**src/rtl/acc_window_i8_pkg.sv**
```systemverilog
// Shared definitions for the i8 window accumulator: FSM state type,
// default widths shared with the upstream muladd stage, and width helpers.
package acc_window_i8_pkg;

   // Default widths shared with the registered multiply-add stage
   localparam int I8_W       = 8;
   localparam int ACC_DEF_W  = 16;
   localparam int WINDOW_DEF = 4;

   // Widest value the sign-extension helper can handle
   localparam int SEXT_MAX_W = 64;

   typedef enum logic [0:0] {
      ACCUM = 1'b0,
      HOLD  = 1'b1
   } acc_state_e;

   // Ceiling log2; clog2(1) = 0
   function automatic int clog2(input int value);
      int result;
      int span;
      result = 0;
      span   = 1;
      while (span < value) begin
         span   = span * 2;
         result = result + 1;
      end
      return result;
   endfunction

   // Sample counter width; a window of one still needs a one-bit counter
   function automatic int cnt_width(input int window);
      return (clog2(window) < 1) ? 1 : clog2(window);
   endfunction

   // Sign-extend the low data_w bits of x to SEXT_MAX_W bits.
   // Works for data_w == target width, where a replication would be empty.
   function automatic logic [SEXT_MAX_W-1:0] sext(input logic [SEXT_MAX_W-1:0] x,
                                                   input int data_w);
      logic [SEXT_MAX_W-1:0] result;
      for (int i = 0; i < SEXT_MAX_W; i++) begin
         result[i] = (i < data_w) ? x[i] : x[data_w-1];
      end
      return result;
   endfunction

endpackage

```
**src/rtl/acc_window_i8_if.sv**
```systemverilog
// Sample-in / sum-out stream bundle between the muladd stage, the window
// accumulator and its consumer.
interface acc_window_i8_if #(
   parameter int DATA_W = 8,
   parameter int ACC_W  = 16
);
   logic              in_valid;
   logic [DATA_W-1:0] in_data;
   logic              in_ready;
   logic              out_valid;
   logic [ACC_W-1:0]  out_data;
   logic              out_ready;

   // Producer/consumer side: drives samples and the output-ready
   modport master (
      output in_valid, in_data, out_ready,
      input  in_ready, out_valid, out_data
   );

   // Accumulator side
   modport slave (
      input  in_valid, in_data, out_ready,
      output in_ready, out_valid, out_data
   );
endinterface

```
**src/rtl/acc_window_i8.sv**
```systemverilog
// Window accumulator: sums WINDOW consecutive accepted signed samples
// (wrapping modulo 2^ACC_W) and presents each sum until it is taken.
// out_valid is the HOLD state bit, so it comes straight from a flop.
module acc_window_i8
   import acc_window_i8_pkg::*;
#(
   parameter int DATA_W = I8_W,
   parameter int ACC_W  = ACC_DEF_W,
   parameter int WINDOW = WINDOW_DEF
) (
   input  logic clock,
   input  logic reset,
   acc_window_i8_if.slave bus
);

   localparam int             CNT_W    = cnt_width(WINDOW);
   localparam logic [CNT_W-1:0] LAST_CNT = CNT_W'(WINDOW - 1);

   acc_state_e       r_state;
   acc_state_e       w_state_nxt;
   logic [ACC_W-1:0] r_acc;
   logic [ACC_W-1:0] r_out_data;
   logic [CNT_W-1:0] r_count;
   logic [ACC_W-1:0] w_sample;
   logic [ACC_W-1:0] w_sum;
   logic             w_in_ready;
   logic             w_accept;
   logic             w_take;
   logic             w_last;

   assign w_sample = ACC_W'(sext(SEXT_MAX_W'(bus.in_data), DATA_W));
   assign w_sum    = r_acc + w_sample;

   assign bus.in_ready  = w_in_ready;
   assign bus.out_valid = (r_state == HOLD);
   assign bus.out_data  = r_out_data;

   // Handshake decode: ready depends only on state, reset and out_ready
   always_comb begin
      w_in_ready = 1'b0;
      w_take     = 1'b0;
      if (reset) begin
         w_in_ready = 1'b0;
         w_take     = 1'b0;
      end else begin
         case (r_state)
            ACCUM: begin
               w_in_ready = 1'b1;
               w_take     = 1'b0;
            end
            HOLD: begin
               w_in_ready = bus.out_ready;
               w_take     = bus.out_ready;
            end
            default: begin
               w_in_ready = 1'b0;
               w_take     = 1'b0;
            end
         endcase
      end
      w_accept = bus.in_valid & w_in_ready;
      w_last   = w_accept & (r_count == LAST_CNT);
   end

   // Next-state: a window completion always (re)enters HOLD, even on a take
   always_comb begin
      w_state_nxt = r_state;
      case (r_state)
         ACCUM: begin
            if (w_last) begin
               w_state_nxt = HOLD;
            end else begin
               w_state_nxt = ACCUM;
            end
         end
         HOLD: begin
            if (w_last) begin
               w_state_nxt = HOLD;
            end else if (w_take) begin
               w_state_nxt = ACCUM;
            end else begin
               w_state_nxt = HOLD;
            end
         end
         default: begin
            w_state_nxt = ACCUM;
         end
      endcase
   end

   // State register
   always_ff @(posedge clock) begin
      if (reset) begin
         r_state <= ACCUM;
      end else begin
         r_state <= w_state_nxt;
      end
   end

   // Accumulator, sample counter and output register; only an accepted
   // sample is ever loaded, so idle or invalid data never reaches the sums
   always_ff @(posedge clock) begin
      if (reset) begin
         r_acc      <= {ACC_W{1'b0}};
         r_count    <= {CNT_W{1'b0}};
         r_out_data <= {ACC_W{1'b0}};
      end else if (w_last) begin
         r_out_data <= w_sum;
         r_acc      <= {ACC_W{1'b0}};
         r_count    <= {CNT_W{1'b0}};
      end else if (w_accept) begin
         r_acc      <= w_sum;
         r_count    <= r_count + CNT_W'(1);
      end
   end

endmodule

```
**src/flat_wrapper.sv**
```systemverilog
// flat-port wrapper written by rule: the top's interface ports become plain ports
module acc_window_i8_flat import acc_window_i8_pkg::*;
#(
   parameter int DATA_W = I8_W,
   parameter int ACC_W  = ACC_DEF_W,
   parameter int WINDOW = WINDOW_DEF
)
  (clock, reset, bus_in_valid, bus_in_data, bus_out_ready, bus_in_ready, bus_out_valid, bus_out_data);
  acc_window_i8_if #(.DATA_W(DATA_W), .ACC_W(ACC_W)) bus_i ();
  input  logic clock;
  input  logic reset;
  input wire logic [$bits(bus_i.in_valid)-1:0] bus_in_valid;
  input wire logic [$bits(bus_i.in_data)-1:0] bus_in_data;
  input wire logic [$bits(bus_i.out_ready)-1:0] bus_out_ready;
  output wire logic [$bits(bus_i.in_ready)-1:0] bus_in_ready;
  output wire logic [$bits(bus_i.out_valid)-1:0] bus_out_valid;
  output wire logic [$bits(bus_i.out_data)-1:0] bus_out_data;
  assign bus_i.in_valid = bus_in_valid;
  assign bus_i.in_data = bus_in_data;
  assign bus_i.out_ready = bus_out_ready;
  assign bus_in_ready = bus_i.in_ready;
  assign bus_out_valid = bus_i.out_valid;
  assign bus_out_data = bus_i.out_data;
  acc_window_i8 #(.DATA_W(DATA_W), .ACC_W(ACC_W), .WINDOW(WINDOW)) u_core (.clock(clock), .reset(reset), .bus(bus_i));
endmodule
```
**config.mk**
```make
export PLATFORM = sky130hd
export DESIGN_NAME = acc_window_i8_flat
export DESIGN_NICKNAME = d
export VERILOG_FILES = /design/src/rtl/acc_window_i8_pkg.sv /design/src/rtl/acc_window_i8_if.sv /design/src/rtl/acc_window_i8.sv /design/src/flat_wrapper.sv
export SDC_FILE = /design/constraint.sdc
export NUM_CORES = 1
export LEC_CHECK = 0
export BUFFER_PORTS_ARGS = -buffer_cell sky130_fd_sc_hd__buf_2
export CAP_MARGIN = 20
export CORE_ASPECT_RATIO = 1.25
export CORE_MARGIN = 5
export CORE_UTILIZATION = 55
export CTS_BUF_LIST = sky130_fd_sc_hd__clkbuf_16
export DETAILED_ROUTE_END_ITERATION = 12
export GPL_ROUTABILITY_DRIVEN = 0
export PLACE_DENSITY = 0.85
export SLEW_MARGIN = 20
export SYNTH_ARGS = -nofsm -noshare
export SYNTH_HDL_FRONTEND = slang
export SYNTH_SLANG_ARGS = --single-unit
```
**constraint.sdc**
```tcl
create_clock -name clock -period 4.52 [get_ports clock]
set_clock_uncertainty 0.2 [all_clocks]
set_input_delay 0.226 -clock clock [delete_from_list [all_inputs] [get_ports clock]]
set_output_delay 0.226 -clock clock [all_outputs]
set_load 0.1 [all_outputs]
```
==> results of run 1 <==
==> cell type report <==
| class | instances | area (sq um) | area share, % |
|---|---|---|---|
| repair buffers | 32 | 167.7 | 6.957 |
| multi-input cells | 212 | 1333 | 55.30 |
| well taps | 40 | 50.05 | 2.077 |
| inverters | 5 | 18.77 | 0.7788 |
| clock buffers | 5 | 125.1 | 5.192 |
| flip-flops and latches | 35 | 700.7 | 29.08 |
| clock inverters | 3 | 15.01 | 0.6231 |
==> worst reg2reg max path, stage by stage, from the launching register on <==
cell and delay, ps:
dfxtp_1 310, ha_1 220, fa_1 430, a21oi_1 300
o21ai_0 220, and4_1 280, or3_1 310, a32o_1 250
==> per-layer routing <==
metal / share of wire (%) / up-vias
met5: 0 / -
met4: 3.0 / 0
met3: 3.6 / 15
met2: 51 / 43
met1: 42 / 942
li1: - / 1029
==> logic make-up after synthesis <==
kind of cell    count (synthesis)  synth area share, %
buf+inv                        16                3.331
fa+ha+maj                      17                10.47
compound gates                 78                24.03
flops                          35                33.31
simple gates                  109                25.52
xor+xnor                        8                3.331
==> worst max-delay path by stage <==
stage                               startpoint                                   end  slack (ps)
2_1_floorplan  u_core.bus.out_valid$_SDFF_PP0_                          bus_in_ready        1880
3_3_place_gp                    bus_in_data[7]  u_core.bus.out_data[14]$_SDFFE_PP0P_        1930
3_5_place_dp                    bus_in_data[7]         u_core.r_acc[13]$_SDFFE_PP0P_        1890
4_1_cts           u_core.r_acc[0]$_SDFFE_PP0P_  u_core.bus.out_data[14]$_SDFFE_PP0P_        1930
5_1_grt           u_core.r_acc[0]$_SDFFE_PP0P_  u_core.bus.out_data[14]$_SDFFE_PP0P_        1750
6_report          u_core.r_acc[0]$_SDFFE_PP0P_  u_core.bus.out_data[14]$_SDFFE_PP0P_        1900
==> synth_stat cells, types with 3 or more instances <==
cell type  count  area share, %
nand2_1       45            8.0
dfxtp_1       35             33
a21oi_1       21            5.0
o21ai_0       17            4.0
ha_1          16            9.5
nand3_1       14            3.3
nor2_1        14            2.5
clkbuf_1       8            1.4
nand3b_1       8            2.9
o211ai_1       8            2.9
a21o_1         6            2.1
a211oi_1       5            1.8
inv_1          5           0.89
or3_1          5            1.5
a31oi_1        4            1.2
nand2b_1       4            1.2
or4_1          4            1.4
xnor2_1        4            1.7
xor2_1         4            1.7
a32o_1         3            1.4
and3_1         3           0.89
nor3_1         3           0.71
o21a_1         3            1.1
==> power groups by stage <==
stage | combinational (uW) | clock [uW] | sequential [uW]
after floorplan | 151 | 0 | 341
after global placement | 191 | 0 | 339
after detailed placement | 194 | 0 | 340
after CTS | 197 | 332 | 333
after global routing | 221 | 348 | 334
final | 200 | 326 | 333
==> per-stage QoR <==
stage	cell area, sq um	util [%]
floorplan	2103	-
finish	2410	64.20
detailed placement	2270	60.47
global route	2410	64.20
global placement	2270	60.47
CTS	2410	64.20
==> registers in the layout (all words and copies together), names as in the netlist <==
register              count
u_core.r_count            2
u_core.bus.out_valid      1
u_core.bus.out_data      16
u_core.r_acc             16
==> impl_metrics.py, run 1 <==
metrics = {
    "cts": {
        "cts-root-buf": "clkbuf_16",
        "htree_levels": 2,
        "cts_resized": 0,
        "postCtsSetupBuffers": 0,
        "clk_path_buf_depth": 2,
        "clkSinkCount": 35,
        "cts-buffers-inserted": 5,
        "clk_latency_ps": 280,
        "cts_tree": "built",
        "clk_pin_slew_ps": 50,
        "hold_buffers": 0,
    },
    "die": {
        "die_y_um": 79.14,
        "die_x_um": 65.31,
        "initial_core_util_pct": 56.03,
        "rows": 25,
        "ios": 30,
        "core_area_sq_um": 3754,
        "die-area_sq_um": 5169,
    },
    "global_route": {
        "grtUsageMet1_pct": 21.21,
        "grt_pass1_vias": 1947,
        "grtUsageMet3_pct": 4.668,
        "grt_start_max_net_pins": 19,
        "antenna_found_initial": 0,
        "grt.busiest_layer": "met2",
        "grt_pass1_wl_um": 8369,
        "grt_overflow": 0,
        "grtUsageTotal_pct": 20.94,
        "use_met2_pct": 38.70,
    },
    "route": {
        "first_pass_iters": 4,
        "vias": 2029,
        "detail-route-antenna-nets": 0,
        "drc": 0,
        "vias_per_cell": 6.111,
        "drtIter0Drc": 161,
        "wl_per_cell_um": 15.33,
        "wirelength_um": 5089,
    },
    "layout": {
        "area_delta_synth_final_pct": 14.57,
        "antenna_cells": 0,
        "stdcell_count": 332,
        "drive_above_1_share_pct": 13.36,
        "fillers": 328,
        "final_common_cell": "nand2_1",
        "final_cell_mix": "nand2_1 (45), dfxtp_1 (35), buf_2 (29)",
        "fin_nets": 320,
    },
    "timing": {
        "worst_pin_slew_ps": 893.6,
        "final.period_utilization_pct": 57.93,
        "worst_hold_slack_ps": 100.9,
        "setup_viol": 0,
        "finalCriticalPeriod_ps": 2618,
        "rsz0062_at_grt": "no",
        "timing.fmax_mhz": 381.9,
        "drv_slew": 0,
        "timing.setup.tns_ps": 0,
        "slew_headroom_pct": 38.88,
        "setup_ws_ps": 1902,
        "final_hold_viol_count": 0,
    },
    "power": {
        "clkPwrFrac_pct": 38.0,
        "p_leak_uw": 0.001091,
        "total_power_uw": 859.4,
        "ir_drop_mv": 0.2182,
        "pwr-share-seq_pct": 38.7,
        "p_int_uw": 598.6,
        "power.density_nw_per_um2": 356.6,
        "p_sw_share_pct": 30.35,
        "combPwrFrac_pct": 23.3,
        "p_switching_uw": 260.8,
    },
    "synthesis": {
        "ys.flop_type": "dfxtp_1",
        "syn_area_sq_um": 2103,
        "synth_edf_count": 0,
        "synth-async-reset-ratio_pct": 0,
        "ys_ff_latch": 35,
        "synth_warnings": 0,
        "ys_seq_area_share_pct": 33.31,
        "ys_types": 41,
        "syn-num-nets": 292,
        "syn_avg_cell_area_sq_um": 7.997,
        "syn_inst": 263,
    },
    "critical_path": {
        "reg2reg_to": "u_core.bus.out_data[14]$_SDFFE_PP0P_",
        "critical_path_required_ps": 4490,
        "cp_data_arrival_time_ps": 2590,
        "path_cells": "ha_1, fa_1, a21oi_1, o21ai_0, and4_1, or3_1, a32o_1",
        "rr_startpoint": "u_core.r_acc[0]$_SDFFE_PP0P_",
        "setup.worst_path.end_class": "flip-flop",
        "criticalPathCategory": "flip-flop to flip-flop",
        "worstPathMaxFanout": 4,
        "critPathSlowestCell": "fa_1",
        "max_stage_delay_ps": 430,
        "ff2ff_path_depth": 7,
        "startpoint_type": "flip-flop",
        "cp_num_buf_inv": 0,
        "r2r_slack_ps": 1900,
        "cp_top_family": "compound AO/OA/AOI/OAI gates",
        "path_depth": 7,
    },
    "hold_path": {
        "whs_endpoint": "u_core.bus.out_valid$_SDFF_PP0_",
        "hp-start": "reset",
        "whs_path_depth": 2,
        "min_path_type": "primary input to flip-flop",
    },
    "flow_run": {
        "cap_violations": 0,
    },
    "status": {
        "run_status": "finished, final reports clean",
    },
    "place": {
        "dp_slack_ps": 1891,
        "post-dp-hpwl_um": 3777,
        "dp_cells": 324,
        "io_buffers": 29,
    },
}
Power figures use the tool's default switching activity.
==> inputs of run 2 (changes only) <==
--- a/config.mk
+++ b/config.mk
@@ -5,15 +5,16 @@
 export SDC_FILE = /design/constraint.sdc
 export NUM_CORES = 1
 export LEC_CHECK = 0
+export ABC_AREA = 1
 export BUFFER_PORTS_ARGS = -buffer_cell sky130_fd_sc_hd__buf_2
 export CAP_MARGIN = 20
 export CORE_ASPECT_RATIO = 1.25
 export CORE_MARGIN = 5
-export CORE_UTILIZATION = 55
+export CORE_UTILIZATION = 52
 export CTS_BUF_LIST = sky130_fd_sc_hd__clkbuf_16
 export DETAILED_ROUTE_END_ITERATION = 12
 export GPL_ROUTABILITY_DRIVEN = 0
-export PLACE_DENSITY = 0.85
+export PLACE_DENSITY = 0.84
 export SLEW_MARGIN = 20
 export SYNTH_ARGS = -nofsm -noshare
 export SYNTH_HDL_FRONTEND = slang
==> constraint.sdc (replaced) <==
create_clock -name clock -period 2.1 [get_ports clock]
set_clock_uncertainty 0.2 [all_clocks]
set_input_delay 0.105 -clock clock [delete_from_list [all_inputs] [get_ports clock]]
set_output_delay 0.105 -clock clock [all_outputs]
set_load 0.1 [all_outputs]
==> run 2 against run 1 <==
Non-clock buffer count up 1. Critical path type unchanged. Largest cell class unchanged. Clock-buffer cell count is the same. Sequential power rose by 110%. Combinational power grew 95%. Die area increased by 11%. Register-to-register slack worse by 1900 ps. First-iteration DRC count shrank 45%. Wire length about the same. Fmax rose by 27%. Clock power up 130%. Synthesized cell count is 33% higher. Critical path depth up 4.
==> impl_metrics.py, run 2 <==
metrics = {
    "status": {
        "run_status": "finished, final reports clean",
    },
    "synthesis": {
        "syn_inst": 349,
        "synth_warnings": 0,
        "ys_types": 29,
        "yosys.area.top_type_share_pct": 31.16,
        "synth-async-reset-ratio_pct": 0,
        "yosysTopAreaCell": "dfxtp_1",
        "syn_avg_cell_area_sq_um": 6.442,
        "synth_edf_count": 0,
        "yosysMostFrequentCell": "nand2_1",
        "synth_common_cells": "nand2_1 (142), inv_1 (58), dfxtp_1 (35)",
        "syn_area_sq_um": 2248,
        "ys.flop_type": "dfxtp_1",
        "ys_seq_area_share_pct": 31.16,
        "synth_area_leaders": "dfxtp_1 (31%), nand2_1 (24%), inv_1 (9.7%), ha_1 (8.9%), nand3_1 (4.2%)",
        "syn-num-nets": 378,
        "ys_ff_latch": 35,
    },
    "timing": {
        "finalCriticalPeriod_ps": 2058,
        "setup_viol": 0,
        "final.period_utilization_pct": 97.98,
        "slew_headroom_pct": 67.57,
        "drv_slew": 0,
        "final_hold_viol_count": 0,
        "worst_pin_slew_ps": 489.9,
        "timing.fmax_mhz": 486.0,
    },
    "power": {
        "power.density_nw_per_um2": 700.3,
        "p_leak_uw": 0.001570,
        "total_power_uw": 1841,
        "ir_drop_mv": 0.6569,
    },
    "layout": {
        "final_util_pct": 63.63,
        "final_common_cell": "nand2_1",
        "antenna_cells": 0,
        "area_delta_synth_final_pct": 16.92,
        "fin_nets": 412,
        "final_cell_mix": "nand2_1 (141), inv_1 (57), dfxtp_1 (34)",
        "fillers": 378,
        "drive_above_1_share_pct": 13.54,
    },
    "cts": {
        "htree_levels": 2,
        "cts-root-buf": "clkbuf_16",
        "clk_latency_ps": 280,
        "clk_pin_slew_ps": 60,
        "cts_tree": "built",
        "clkSinkCount": 35,
        "cts-buffers-inserted": 5,
        "clk_path_buf_depth": 2,
    },
    "flow_run": {
        "cap_violations": 0,
    },
    "route": {
        "detail-route-antenna-nets": 0,
        "first_pass_iters": 4,
        "wl_per_cell_um": 11.57,
        "drc": 0,
        "drtIter0Drc": 88,
        "vias": 2165,
        "vias_per_cell": 4.920,
        "wirelength_um": 5091,
    },
    "die": {
        "die_x_um": 68.82,
        "die-area_sq_um": 5747,
        "core_area_sq_um": 4131,
        "ios": 30,
        "die_y_um": 83.52,
        "rows": 26,
        "initial_core_util_pct": 54.42,
    },
    "critical_path": {
        "cp_data_arrival_time_ps": 2040,
        "criticalPathCategory": "flip-flop to flip-flop",
        "setup.worst_path.end_class": "flip-flop",
        "startpoint_type": "flip-flop",
        "crit_start": "u_core.r_acc[0]$_SDFFE_PP0P_",
        "critical_path_required_ps": 2080,
        "rr_startpoint": "u_core.r_acc[0]$_SDFFE_PP0P_",
        "worstPathMaxFanout": 3,
    },
    "global_route": {
        "grt_pass1_wl_um": 8673,
        "grt_overflow": 0,
        "grt_pass1_vias": 2133,
        "grt_start_max_net_pins": 29,
        "grtUsageTotal_pct": 19.12,
        "antenna_found_initial": 0,
    },
    "hold_path": {
        "min_path_type": "primary input to flip-flop",
        "hp-start": "bus_in_valid",
    },
    "place": {
        "io_buffers": 29,
        "post-dp-hpwl_um": 3816,
    },
}
## run 2: cell count changes in the layout (fill, tap and decap cells not counted), moves of 6 or more
cell,previous run,this run
nand3b_1,8,1
o21ai_0,17,4
inv_1,5,57
a21oi_1,21,15
nand2_1,45,141
o21a_1,3,10
o211ai_1,8,1
## run 2: cell type report
class,count,area (sq um),share of cell area [%]
clock buffer,5,125.1,4.760
inverter,60,226.5,8.615
sequential,35,704.4,26.80
tap,56,70.07,2.665
multi-input combinational,248,1287,48.98
timing repair buffer,33,192.7,7.330
clock inverter,3,22.52,0.8567
## run 2: worst paths after layout
kind / to / slack (ps) / cells after the start
worst max-delay path: u_core.bus.out_data[8]$_SDFFE_PP0P_ / 40 / 11
worst min-delay path: u_core.r_acc[2]$_SDFFE_PP0P_ / 10 / 4
worst max register to register: u_core.bus.out_data[8]$_SDFFE_PP0P_ / 40 / 11
worst min register to register: u_core.bus.out_data[13]$_SDFFE_PP0P_ / 250 / 2
## run 2: cell families (layout without fill, tap and decap cells)
family / Yosys count / in the layout / share of synthesized area, %
simple gates: 190 / 190 / 35.45
buf+inv: 66 / 101 / 11.80
compound gates: 33 / 33 / 8.681
xor+xnor: 8 / 8 / 3.116
fa+ha+maj: 17 / 17 / 9.794
flops: 35 / 35 / 31.16
## run 2: timing repair
action                     in CTS  in global routing
gates resized for setup         0                  2
hold endpoints to repair        6                  0
setup endpoints to repair       0                  8
hold buffers                    2                  0
setup buffers                   0                  0
## run 2: power breakdown
group          leakage, uW  switching [uW]  internal (uW)
logic              0.00121             247            142
registers         0.000286            16.6            689
clock network    0.0000708             302            444
## run 2: stage by stage
step	worst slack (ps)	std cells	hold slack, ps	setup TNS [ps]	instance area [sq um]
after floorplan	-13.25	349	65.56	-52.95	2255
after global placement	165.6	430	169.2	0	2456
after detailed placement	95.18	430	205.4	0	2456
after CTS	46.79	440	9.045	0	2624
after global routing	-23.61	440	37.37	-82.02	2629
final	42.40	440	13.24	0	2629
## run 2: routing by layer
metal / part of all wire [%] / up-vias / track usage [%]
met5: 0 / - / 0
met4: 3.0 / 0 / 8.333
met3: 4.0 / 15 / 3.774
met2: 51 / 51 / 33.45
met1: 42 / 966 / 21.45
li1: - / 1133 / -
## run 2: worst max-delay path, cell delays in order (launching register included)
cell and delay (ps):
dfxtp_1 320, ha_1 210, fa_2 360, nand2_1 90
nand2_1 80, and2_1 180, nand2_1 60, nand2_1 60
xnor2_1 210, nand2_1 80, nand2_1 70, inv_1 40
